<file path="config.mk">
export PLATFORM = sky130hd
export DESIGN_NAME = pendulum_episode_ctrl
export DESIGN_NICKNAME = d
export VERILOG_FILES = /design/src/rtl/pendulum_episode_ctrl.sv
export SDC_FILE = /design/constraint.sdc
export NUM_CORES = 1
export LEC_CHECK = 0
export CAP_MARGIN = 20
export CELL_PAD_IN_SITES_DETAIL_PLACEMENT = 0
export CELL_PAD_IN_SITES_GLOBAL_PLACEMENT = 1
export CORE_AREA = 2 2 208 210
export CTS_CLUSTER_DIAMETER = 50
export DETAILED_ROUTE_END_ITERATION = 12
export DIE_AREA = 0 0 210 212
export PLACE_DENSITY_LB_ADDON = 0.1
export SYNTH_ARGS = -nofsm -noshare
export SYNTH_HDL_FRONTEND = slang
export SYNTH_SLANG_ARGS = --single-unit
export TNS_END_PERCENT = 100
</file>
<file path="constraint.sdc">
create_clock -name i_clk -period 5.95 [get_ports i_clk]
set_clock_uncertainty 0.1 [all_clocks]
set_input_delay 1.19 -clock i_clk [delete_from_list [all_inputs] [get_ports i_clk]]
set_output_delay 1.19 -clock i_clk [all_outputs]
set_load 0.05 [all_outputs]
</file>
<file path="src/rtl/pendulum_episode_ctrl.sv">
// Episode sequencer for the single-step Pendulum datapath: it holds {thdot,th}, launches
// one compute per accepted action, writes the result back, and counts/truncates steps.
module pendulum_episode_ctrl #(
  parameter int unsigned MAX_STEPS = 200,
  parameter int unsigned STEP_W    = 16,
  parameter int unsigned TIMEOUT   = 255
) (
  input  logic              i_clk,
  input  logic              i_rst,
  input  logic              i_ep_start,
  input  logic [63:0]       i_init_sta,
  output logic              o_ep_ready,
  input  logic              i_act_valid,
  input  logic [31:0]       i_act,
  output logic              o_act_ready,
  output logic              o_cmp_ena,
  output logic [63:0]       o_cmp_sta,
  output logic [31:0]       o_cmp_act,
  input  logic [63:0]       i_cmp_sta,
  input  logic [95:0]       i_cmp_obs,
  input  logic [31:0]       i_cmp_rwd,
  input  logic              i_cmp_valid,
  output logic              o_res_valid,
  input  logic              i_res_ready,
  output logic [95:0]       o_obs,
  output logic [31:0]       o_rwd,
  output logic              o_trunc,
  output logic [STEP_W-1:0] o_step_cnt,
  output logic              o_err
);

  localparam int unsigned        WD_W     = (TIMEOUT > 1) ? $clog2(TIMEOUT) : 1;
  localparam logic [WD_W-1:0]    WD_LAST  = WD_W'(TIMEOUT - 1);
  localparam logic [STEP_W-1:0]  STEP_MAX = STEP_W'(MAX_STEPS);

  typedef enum logic [2:0] {
    S_IDLE,
    S_WAIT_ACT,
    S_LAUNCH,
    S_BUSY,
    S_OUT
  } state_e;

  state_e            state_q;
  logic [63:0]       sta_q;
  logic [31:0]       act_q;
  logic [95:0]       obs_q;
  logic [31:0]       rwd_q;
  logic [STEP_W-1:0] cnt_q;
  logic [STEP_W-1:0] cnt_d;
  logic [WD_W-1:0]   wdog_q;
  logic              err_q;
  logic              cmp_ena_q;
  logic              res_valid_q;
  logic              trunc_q;

  assign cnt_d = cnt_q + STEP_W'(1);

  // NOTE: every register here is written with <= so all of them see pre-edge values.
  always_ff @(posedge i_clk) begin
    if (i_rst) begin
      state_q     <= S_IDLE;
      sta_q       <= '0;
      act_q       <= '0;
      obs_q       <= '0;
      rwd_q       <= '0;
      cnt_q       <= '0;
      wdog_q      <= '0;
      err_q       <= 1'b0;
      cmp_ena_q   <= 1'b0;
      res_valid_q <= 1'b0;
      trunc_q     <= 1'b0;
    end else begin
      case (state_q)
        S_IDLE: begin
          if (i_ep_start) begin
            sta_q   <= i_init_sta;
            cnt_q   <= '0;
            err_q   <= 1'b0;
            state_q <= S_WAIT_ACT;
          end
        end
        S_WAIT_ACT: begin
          // A restart beats an action offered in the same cycle.
          if (i_ep_start) begin
            sta_q <= i_init_sta;
            cnt_q <= '0;
            err_q <= 1'b0;
          end else if (i_act_valid) begin
            act_q   <= i_act;
            state_q <= S_LAUNCH;
          end
        end
        S_LAUNCH: begin
          cmp_ena_q <= 1'b1;
          wdog_q    <= '0;
          state_q   <= S_BUSY;
        end
        S_BUSY: begin
          // wdog_q == 0 marks the first BUSY cycle, where a leftover valid is ignored.
          if (i_cmp_valid && (wdog_q != '0)) begin
            sta_q       <= i_cmp_sta;
            obs_q       <= i_cmp_obs;
            rwd_q       <= i_cmp_rwd;
            cnt_q       <= cnt_d;
            trunc_q     <= (cnt_d == STEP_MAX);
            cmp_ena_q   <= 1'b0;
            res_valid_q <= 1'b1;
            state_q     <= S_OUT;
          end else if (wdog_q == WD_LAST) begin
            err_q     <= 1'b1;
            cmp_ena_q <= 1'b0;
            state_q   <= S_IDLE;
          end else begin
            wdog_q <= wdog_q + WD_W'(1);
          end
        end
        S_OUT: begin
          if (i_res_ready) begin
            res_valid_q <= 1'b0;
            trunc_q     <= 1'b0;
            state_q     <= trunc_q ? S_IDLE : S_WAIT_ACT;
          end
        end
        default: state_q <= S_IDLE;
      endcase
    end
  end

  assign o_ep_ready  = (state_q == S_IDLE) || (state_q == S_WAIT_ACT);
  assign o_act_ready = (state_q == S_WAIT_ACT);
  assign o_cmp_ena   = cmp_ena_q;
  assign o_cmp_sta   = sta_q;
  assign o_cmp_act   = act_q;
  assign o_res_valid = res_valid_q;
  assign o_obs       = obs_q;
  assign o_rwd       = rwd_q;
  assign o_trunc     = trunc_q;
  assign o_step_cnt  = cnt_q;
  assign o_err       = err_q;

endmodule

</file>
==> reports/qor.yml <==
run_status:
  outcome: "finished, final reports clean"
synthesis:
  yosysTopAreaCellShare_pct: 50.0
  synth_fa_ha_area_share_pct: 0.491
  synth_compound_area_share_pct: 19.8
  synth_xor_area_share_pct: 0.687
  synth_top_family_by_area: "simple AND/OR/NAND/NOR gates"
  synth_cell_type_count: 43
  synth_warnings: 0
  yosys-top-cells-area: "dfxtp_1, nand2_1, a21oi_1"
  syn_inst: 1286
  syn-num-nets: 1584
  synth.mux.area_fraction_pct: 0.0981
  synth.ff_latch_count: 255
  synth_area_um2: 10200
  synth_top_area_cell: "dfxtp_1"
  avgSynthCellArea_um2: 7.93
  synth_seq_area_share_pct: 50.0
  yosys.area_share.simple_pct: 24.4
timing:
  fin_crit_sh_pct: 62.0
  period_minus_slack_ns: 3.69
  setup_violations: 0
  rsz0062_at_grt: "false"
  tns_ns: 0
  worst_pin_slew_ns: 1.21
  maxSlewHeadroom_pct: 19.4
  timing.final.hold_violations: 0
  drv_slew: 0
  fmax_ghz: 0.271
clocking:
  cts_resized: 0
  cts_buffers: 42
  cts.sinks: 255
  cts_htree_levels: 2
  clk_pin_slew_ns: 0.05
  cts_tree: "done"
  cts_setup_buffers: 0
  root_buffer: "clkbuf_16"
  clk_path_buf_depth: 3
  cts_hold_buf: 0
  clkLatencyLatePin_ns: 0.54
routing:
  first_pass_iters: 4
  wire_per_inst_um: 17.8
  postRouteAntennaNets: 0
  vias: 10568
  route.detailed.drc: 0
  via_per_inst: 4.49
  drt_wl_total_mm: 41.9
  drt_iter0_markers: 551
flow_run:
  cap_violations: 0
cells_and_area:
  num-fill-cells: 4303
  syn2layout_area_growth_pct: 71.5
  final_util_pct: 41.2
  fin_cells: 2354
  drive_above_1_share_pct: 7.48
  fin_nets: 2072
  finalInstanceArea_um2: 17500
floorplanning:
  ios: 540
  die_area_um2: 44500
  die_w_um: 210
  rows: 76
  dieHeight_um: 212
  core_um2: 42500
  initial_utilization_pct: 24.0
worst_setup_path:
  crit_type: "reg2out"
  cpPeakStageDelay_ns: 0.84
  required_ns: 4.66
  slowest_stage: "clkdlybuf4s50_1"
  r2r_end: "o_step_cnt[9]"
  critPathArrivalTime_ns: 2.40
  critPathMaxFanout: 12
  r2r_start: "wdog_q[0]"
  rr_worst_depth: 8
  cp-endpoint: "o_act_ready"
  path_cells: "nor2_1 -> and2_1 -> clkdlybuf4s50_1"
  crit_path_end_kind: "output pin"
  critPathLaunch: "state_q[2]"
  r2r_slack_ns: 2.96
  crit_path_start_kind: "register"
place:
  placed_area_um2: 16000
  hpwl_mm: 28.3
  dp.cells: 2276
  portBuffers: 539
  gp_congestion: 0.732
pwr:
  p_per_area_nw_per_um2: 292
  leakage_nw: 5.99
  ir_worst_vdd_v: 0.000185
  power_mw: 5.12
grt:
  grt_pass1_vias: 10353
  grt_util_all_layers_pct: 18.0
  grt_max_degree: 154
  grt_overflow: 0
  antenna_found_initial: 6
  grt_pass1_wl_mm: 62.4
worst_hold_path:
  hp-class: "reg2reg"
-- worst min-delay path by stage --
| stage | cells after the start | startpoint | to | slack, ns |
|---|---|---|---|---|
| finish | 2 | o_cmp_act[25] | o_cmp_act[25] | 0.35 |
| floorplan | 2 | wdog_q[7] | wdog_q[7] | 0.37 |
| global route | 2 | o_rwd[24] | o_rwd[24] | 0.37 |
| CTS | 2 | o_rwd[1] | o_rwd[1] | 0.35 |
| global placement | 2 | o_cmp_act[0] | o_cmp_act[0] | 0.34 |
| detailed placement | 2 | o_obs[13] | o_obs[13] | 0.35 |
-- cells in the final DEF, fill, tap and decap left out, drive strengths merged, types with 2 or more instances in the layout --
cell type      instances
a211oi                 2
a21oi                190
a311oi                68
a31oi                  6
and2                   2
and3                   2
buf                    9
bufinv                 6
clkbuf                57
clkdlybuf4s50        538
clkinv                 6
clkinvlp               3
dfxtp                255
diode                  4
ha                     4
inv                    8
nand2                467
nand2b                 2
nand3                 15
nand4                  7
nand4b                 3
nor2                  91
nor2b                  2
nor3                   7
nor3b                  3
nor4                   5
o211ai                 2
o21ai                 18
or3                    6
or4                    2
or4b                   2
xnor2                  7
-- power breakdown --
group          total [mW]  internal (mW)  leakage [nW]  switching (mW)
Sequential           1.79           1.76          2.07          0.0285
Clock                2.61           1.72         0.736           0.895
Combinational       0.710          0.322          3.19           0.389
-- metal layers --
layer	track usage (%)	wire, um
met5	0	34
met4	6.97	1130
met3	6.68	3600
met2	30.7	20300
met1	20.5	16900
-- flip-flops by register name (all words and copies together), names as in the netlist --
name and count:
o_err 1, state_q 3, o_cmp_ena 1, o_rwd 32, o_step_cnt 16, o_res_valid 1, o_obs 96, o_cmp_sta 64
o_cmp_act 32, wdog_q 8, o_trunc 1
-- through the flow --
stage / worst slack, ns / hold slack (ns)
floorplan: 2.82 / 0.367
global placement: 2.05 / 0.341
detailed placement: 2.07 / 0.346
CTS: 2.21 / 0.353
global route: 2.14 / 0.368
finish: 2.26 / 0.350
-- worst max-delay path: cells and delay by family, from the launching register on --
kind / cells / cell delay, ns
flip-flops: 1 / 0.40
buffers and inverters: 1 / 0.84
AND/OR/NAND/NOR: 2 / 0.62
-- layout make-up --
cell class	instances	area (um^2)	share of cell area, %
clock inverter	18	277	1.58
inverter	5	18.8	0.107
clock buffer	56	1230	7.06
antenna	4	10.0	0.0572
multi-input combinational	922	4660	26.7
sequential	255	5100	29.2
tap	546	683	3.90
timing repair buffer	548	5500	31.5
-- Yosys cell counts --
master / n
a211oi_1: 2
a21oi_1: 190
a221oi_1: 1
a311oi_1: 26
a311oi_2: 42
a31o_2: 1
a31oi_1: 6
and2_1: 2
and3_1: 2
and3b_1: 1
and4_1: 1
buf_1: 6
buf_2: 25
buf_6: 1
clkbuf_1: 72
dfxtp_1: 255
ha_1: 4
inv_1: 5
mux2i_1: 1
nand2_1: 467
nand2b_1: 2
nand3_1: 15
nand3b_1: 1
nand4_1: 7
nand4b_1: 3
nor2_1: 91
nor2b_1: 2
nor3_1: 7
nor3b_1: 3
nor4_1: 3
nor4_2: 2
o211a_1: 1
o211ai_1: 1
o211ai_4: 1
o21ai_0: 17
o21ai_2: 1
o31ai_2: 1
or3_1: 6
or4_1: 2
or4b_2: 1
or4b_4: 1
xnor2_1: 7
xor2_1: 1
-- logic make-up after synthesis --
| logic type | count (synthesis) |
|---|---|
| buf+inv | 109 |
| simple gates | 619 |
| compound gates | 290 |
| xor+xnor | 8 |
| flops | 255 |
| mux | 1 |
| fa+ha+maj | 4 |
No activity file was read; power rests on OpenSTA's default activity.
